<file path="config.mk">
export PLATFORM = sky130hd
export DESIGN_NAME = gpr_file_sb
export DESIGN_NICKNAME = d
export VERILOG_FILES = /design/src/rtl/gpr_pkg.sv /design/src/rtl/gpr_rd_port.sv /design/src/rtl/gpr_file_sb.sv
export SDC_FILE = /design/constraint.sdc
export NUM_CORES = 2
export LEC_CHECK = 0
export BUFFER_PORTS_ARGS = -buffer_cell sky130_fd_sc_hd__clkbuf_2
export CORE_ASPECT_RATIO = 0.75
export CORE_UTILIZATION = 50
export CTS_CLUSTER_DIAMETER = 40
export DETAILED_ROUTE_END_ITERATION = 6
export GPL_ROUTABILITY_DRIVEN = 1
export PLACE_DENSITY = 0.67
export SKIP_CTS_REPAIR_TIMING = 1
export SYNTH_ARGS = -nofsm -noshare
export SYNTH_HDL_FRONTEND = slang
export SYNTH_SLANG_ARGS = --single-unit
export TNS_END_PERCENT = 50
</file>
<file path="constraint.sdc">
create_clock -name clk -period 5.25 [get_ports clk]
set_input_delay 0.2625 -clock clk [delete_from_list [all_inputs] [get_ports clk]]
set_output_delay 0.2625 -clock clk [all_outputs]
set_load 0.005 [all_outputs]
</file>
<file path="src/rtl/gpr_pkg.sv">
// Shared defaults and helpers for the general-purpose register file and its read ports.
package gpr_pkg;

    localparam int unsigned GprDataW   = 32;
    localparam int unsigned GprAddrW   = 5;
    localparam int unsigned GprNfwd    = 2;
    localparam int unsigned GprRegZero = 0;

    function automatic int unsigned byte_lanes(input int unsigned width);
        return width / 8;
    endfunction

endpackage

</file>
<file path="src/rtl/gpr_rd_port.sv">
// One read port: forwarding priority mux, write-back byte merge and hazard detection.
module gpr_rd_port
    import gpr_pkg::*;
#(
    parameter int unsigned DATA_W = GprDataW,
    parameter int unsigned ADDR_W = GprAddrW,
    parameter int unsigned NFWD   = GprNfwd
) (
    input  logic                     en,
    input  logic [ADDR_W-1:0]        addr,
    input  logic [DATA_W-1:0]        rf_word,
    input  logic                     rf_busy,
    input  logic [DATA_W/8-1:0]      wb_be,
    input  logic [ADDR_W-1:0]        wb_addr,
    input  logic [DATA_W-1:0]        wb_data,
    input  logic [NFWD*DATA_W/8-1:0] fwd_be,
    input  logic [NFWD*ADDR_W-1:0]   fwd_addr,
    input  logic [NFWD*DATA_W-1:0]   fwd_data,
    input  logic [NFWD-1:0]          fwd_nofwd,
    input  logic                     sb_clr,
    input  logic [ADDR_W-1:0]        sb_clr_addr,
    input  logic                     br_id,
    output logic [DATA_W-1:0]        data,
    output logic [DATA_W-1:0]        raw,
    output logic                     s0_hit,
    output logic                     stall
);

    localparam int unsigned NB = byte_lanes(DATA_W);

    logic [NFWD-1:0]   hit;
    logic [DATA_W-1:0] base;
    logic              is_zero;
    logic              fwd_stall;
    logic              busy_stall;

    always_comb begin
        for (int k = 0; k < int'(NFWD); k++) begin
            hit[k] = (|fwd_be[k*NB +: NB]) && (fwd_addr[k*ADDR_W +: ADDR_W] == addr);
        end
    end

    always_comb begin
        base = rf_word;
        if (wb_addr == addr) begin
            for (int b = 0; b < int'(NB); b++) begin
                if (wb_be[b]) base[b*8 +: 8] = wb_data[b*8 +: 8];
            end
        end
    end

    // Walk oldest to youngest so the youngest matching stage has the last word.
    always_comb begin
        data      = base;
        raw       = base;
        fwd_stall = 1'b0;
        for (int k = int'(NFWD) - 1; k >= 0; k--) begin
            if (hit[k]) begin
                data      = fwd_data[k*DATA_W +: DATA_W];
                fwd_stall = fwd_nofwd[k];
            end
        end
        for (int k = int'(NFWD) - 1; k >= 1; k--) begin
            if (hit[k]) raw = fwd_data[k*DATA_W +: DATA_W];
        end
        if (is_zero) begin
            data = '0;
            raw  = '0;
        end
    end

    assign is_zero    = (addr == ADDR_W'(GprRegZero));
    assign busy_stall = rf_busy && !(sb_clr && (sb_clr_addr == addr));
    assign s0_hit     = hit[0];
    assign stall      = en && !is_zero && (fwd_stall || busy_stall || (br_id && hit[0]));

endmodule

</file>
<file path="src/rtl/gpr_file_sb.sv">
// Register file with forwarding, byte-enable write-back, pending-write scoreboard,
// branch operand capture and a saturating stall counter.
module gpr_file_sb
    import gpr_pkg::*;
#(
    parameter int unsigned DATA_W = GprDataW,
    parameter int unsigned ADDR_W = GprAddrW,
    parameter int unsigned NRD    = 2,
    parameter int unsigned NFWD   = GprNfwd,
    parameter int unsigned CNT_W  = 16
) (
    input  logic                     clk,
    input  logic                     rst_n,
    input  logic [NRD-1:0]           rd_en,
    input  logic [NRD*ADDR_W-1:0]    rd_addr,
    output logic [NRD*DATA_W-1:0]    rd_data,
    output logic [NRD*DATA_W-1:0]    rd_raw,
    input  logic [DATA_W/8-1:0]      wb_be,
    input  logic [ADDR_W-1:0]        wb_addr,
    input  logic [DATA_W-1:0]        wb_data,
    input  logic [NFWD*DATA_W/8-1:0] fwd_be,
    input  logic [NFWD*ADDR_W-1:0]   fwd_addr,
    input  logic [NFWD*DATA_W-1:0]   fwd_data,
    input  logic [NFWD-1:0]          fwd_nofwd,
    input  logic                     sb_set,
    input  logic [ADDR_W-1:0]        sb_set_addr,
    input  logic                     sb_clr,
    input  logic [ADDR_W-1:0]        sb_clr_addr,
    input  logic                     br_id,
    output logic [NRD-1:0]           br_hold_vld,
    output logic [DATA_W-1:0]        br_hold_data,
    output logic                     stallreq,
    output logic [CNT_W-1:0]         stall_cnt
);

    localparam int unsigned NREG = 2 ** ADDR_W;
    localparam int unsigned NB   = byte_lanes(DATA_W);

    logic [DATA_W-1:0] mem_q [NREG];
    logic [NREG-1:0]   busy_q, busy_d;
    logic [NRD-1:0]    port_stall, port_s0;
    logic [NRD-1:0]    hold_vld_q;
    logic [DATA_W-1:0] hold_data_q;
    logic [CNT_W-1:0]  cnt_q;

    for (genvar p = 0; p < NRD; p++) begin : g_port
        gpr_rd_port #(
            .DATA_W (DATA_W),
            .ADDR_W (ADDR_W),
            .NFWD   (NFWD)
        ) u_port (
            .en          (rd_en[p]),
            .addr        (rd_addr[p*ADDR_W +: ADDR_W]),
            .rf_word     (mem_q[rd_addr[p*ADDR_W +: ADDR_W]]),
            .rf_busy     (busy_q[rd_addr[p*ADDR_W +: ADDR_W]]),
            .wb_be       (wb_be),
            .wb_addr     (wb_addr),
            .wb_data     (wb_data),
            .fwd_be      (fwd_be),
            .fwd_addr    (fwd_addr),
            .fwd_data    (fwd_data),
            .fwd_nofwd   (fwd_nofwd),
            .sb_clr      (sb_clr),
            .sb_clr_addr (sb_clr_addr),
            .br_id       (br_id),
            .data        (rd_data[p*DATA_W +: DATA_W]),
            .raw         (rd_raw[p*DATA_W +: DATA_W]),
            .s0_hit      (port_s0[p]),
            .stall       (port_stall[p])
        );
    end

    assign stallreq = |port_stall;

    // Set is applied after clear so a same-cycle set/clear leaves the register pending.
    always_comb begin
        busy_d = busy_q;
        if (sb_clr) busy_d[sb_clr_addr] = 1'b0;
        if (sb_set) busy_d[sb_set_addr] = 1'b1;
        busy_d[GprRegZero] = 1'b0;
    end

    always_ff @(posedge clk) begin
        if (!rst_n) begin
            for (int i = 0; i < int'(NREG); i++) mem_q[i] <= '0;
        end else if (wb_addr != ADDR_W'(GprRegZero)) begin
            for (int b = 0; b < int'(NB); b++) begin
                if (wb_be[b]) mem_q[wb_addr][b*8 +: 8] <= wb_data[b*8 +: 8];
            end
        end
    end

    always_ff @(posedge clk) begin
        if (!rst_n) begin
            busy_q      <= '0;
            hold_vld_q  <= '0;
            hold_data_q <= '0;
            cnt_q       <= '0;
        end else begin
            busy_q      <= busy_d;
            hold_vld_q  <= port_s0 & {NRD{br_id}};
            hold_data_q <= fwd_data[DATA_W-1:0];
            if (stallreq && (cnt_q != '1)) cnt_q <= cnt_q + 1'b1;
        end
    end

    assign br_hold_vld  = hold_vld_q;
    assign br_hold_data = hold_data_q;
    assign stall_cnt    = cnt_q;

endmodule

</file>
==> flow_summary.toml <==
[outcome]
status = "finished clean"

[clocking]
cts_root_buf = "clkbuf_16"
clk_path_buf_depth = 3
clkSinkCount = 1105
clkTransAtPathRegs_ns = 0.06
numCtsBuffers = 146
htree_levels = 4
cts_tree = "done"
clk_latency_ns = 0.78

[place]
io_buffers = 330
gp_congestion = 0.901
dp_hpwl_mm = 137

[setup_path]
critPathCaptureType = "output pin"
cp-startpoint = "rd_addr[5]"
reg2reg_depth = 7
r2r_end = "stall_cnt[12]"
worstSetupPathType = "in2out"
path_max_fanout = 67
regToRegSetupSlack_ns = 2.92
critPathRequiredTime_ns = 4.99
worstPathArrival_ns = 3.79
start_kind = "primary input"
r2r_start = "busy_q[4]"

[pwr]
internal-power_mw = 17.7
peakVddDrop_mv = 0.360
switching_share_pct = 26.2
combPwrFrac_pct = 14.3
clkPwrFrac_pct = 42.7
pwr-share-seq_pct = 43.0
p_per_area_mw_per_mm2 = 340
leakagePower_nw = 25.4
switchingPower_mw = 6.30

[global_route]
track_usage_pct = 33.1
gr-usage-met1_pct = 47.1
gr-total-overflow = 0
use_met3_pct = 11.7
grt_pass1_vias = 40338
grt_use_met2_pct = 46.5
grt_pass1_wl_mm = 292
antenna_found_initial = 28
grt_max_degree = 75
grt_busiest_layer = "met1"

[drt]
dr_total_vias = 42127
via_per_inst = 6.62
wl_mm = 205
detail_route.first_pass.iterations = 6
antenna_left = 0
wl_per_cell_um = 32.2
drt_iter0_drc = 6331
route.detailed.drc = 0

[synth]
synth_top_family_by_area = "multiplexers"
synth-compound-area-share_pct = 4.34
dominantRegCellSynth = "edfxtp_1"
synth_mux_area_share_pct = 25.2
syn_avg_cell_area_sq_um = 14.4
netlist_area_sq_mm = 0.0614
ys_seq_area_share_pct = 52.7
synthXorXnorAreaFrac_pct = 0.570
synth_area_leaders = "edfxtp_1, mux4_2, and2_1"
yosysTopAreaCellShare_pct = 50.1
synth_edf_count = 1024
yosysWarnings = 0
synth_top_cell_by_area = "edfxtp_1"
synthAdderAreaFrac_pct = 0.0204
ys_seq_elements = 1105
post_synth_num_cell_types = 42
ys_async_sr_fraction_pct = 0
syn_inst = 4257
synth-simple-area-share_pct = 14.3

[floorplan]
dieArea_sq_mm = 0.124
start_util_pct = 50.8
core_area_sq_mm = 0.121
fp.dieH_um = 306
row_count = 110
fp.dieW_um = 407
io_pins = 331

[timing]
finalMaxSlewViolations = 0
hold_ws_ns = 0.0329
final_hold_viol_count = 0
period_needed_ns = 4.05
finClkSkew_ns = 0.0109
rsz0062_at_grt = "false"
worst_pin_slew_ns = 1.42
setup_viol_count_final = 0
clock.fmax_ghz = 0.247
post-route-period-util_pct = 77.2
maxSlewHeadroom_pct = 4.21
setup-tns-final_ns = 0

[cells_and_area]
syn_to_final_growth_pct = 15.0
final_common_cell = "edfxtp_1"
fillers = 9395
final_cell_mix = "edfxtp_1, and2_1, mux4_2"
drive_gt1_share_pct = 30.4
finalNetCount = 4752

[min_path]
min_path_cells = 2
worstHoldStart = "rst_n"
hold-path-endpoint = "br_hold_data[9]"
hold_class = "in2reg"

[job]
cap_violations = 0
## through the flow
stage	setup WS, ns	instances	instance area [sq um]	util, %	total power [mW]
floorplan	2.57	4288	61500	-	12.4
global placement	1.27	6034	65200	54.0	13.8
global route	1.02	6349	70600	58.4	24.6
CTS	1.26	6300	70200	58.1	24.0
finish	1.20	6363	70600	58.4	24.0
detailed placement	1.26	6034	65200	54.0	13.8
## layer usage
metal,part of all wire [%],vias to the layer above
met1,38,21459
met3,15,385
met2,44,3066
li1,-,17211
met4,3.7,6
met5,0.021,-
## worst max path at each step
stage	to	slack, ns	cells after the start
2_1_floorplan	rd_data[41]	2.57	10
3_3_place_gp	rd_data[54]	1.27	9
3_5_place_dp	rd_data[43]	1.26	9
4_1_cts	rd_data[43]	1.26	9
5_1_grt	rd_data[55]	1.02	10
6_report	rd_data[55]	1.20	10
## kinds of logic (layout without fill, tap and decap cells)
logic type                 count (synthesis)  after routing
and+or+nand+nor                         1572           1572
DFF                                     1105           1105
muxes                                    733            733
AOI/OAI and AO/OA                        403            403
buffers and inverters                    402            831
xor gates and xnor gates                  40             40
adders and majority gates                  1              1
other                                      1             54
## critical path, cell delays in order
cell	delay, ns
buf_8	0.55
buf_12	0.40
buf_4	0.28
mux4_2	0.58
mux4_2	0.47
mux2i_1	0.13
nand2_1	0.08
a22oi_1	0.46
a211oi_1	0.16
clkbuf_2	0.17
## sequential cells by signal, summed over array words and instances (netlist names)
signal / count
mem_q: 1024
br_hold_data: 32
busy_q: 31
stall_cnt: 16
br_hold_vld: 2
## power groups by stage
| stage | Combinational (mW) | Clock (mW) | Sequential [mW] |
|---|---|---|---|
| after floorplan | 1.97 | 0 | 10.4 |
| after global placement | 3.30 | 0 | 10.5 |
| after detailed placement | 3.31 | 0 | 10.5 |
| after CTS | 3.33 | 10.3 | 10.3 |
| after global routing | 3.56 | 10.7 | 10.4 |
| final | 3.42 | 10.3 | 10.3 |
## cell usage after synthesis, drive strengths merged (8+ instances only)
cell / n
xnor2: 18
and2: 904
or4: 13
o22a: 64
a21oi: 47
nand2: 181
buf: 137
nand3: 24
clkbuf: 257
inv: 8
and3: 135
dfxtp: 81
xor2: 22
nor2b: 8
o21ai: 147
a211oi: 64
nor3: 8
nor2: 257
a22oi: 65
edfxtp: 1024
mux4: 652
mux2i: 81
o31ai: 11
nand3b: 8
## cell type report
cell class,count,area [sq um],area share (%)
clock buffers,172,3970,5.63
flip-flops and latches,1105,32400,45.8
repair buffers,557,3690,5.22
multi-input cells,2781,27500,38.9
clock inverters,94,985,1.39
well taps,1624,2030,2.88
diodes,22,55.1,0.0780
inverters,8,30.0,0.0425
No activity file was read; power rests on OpenSTA's default activity.
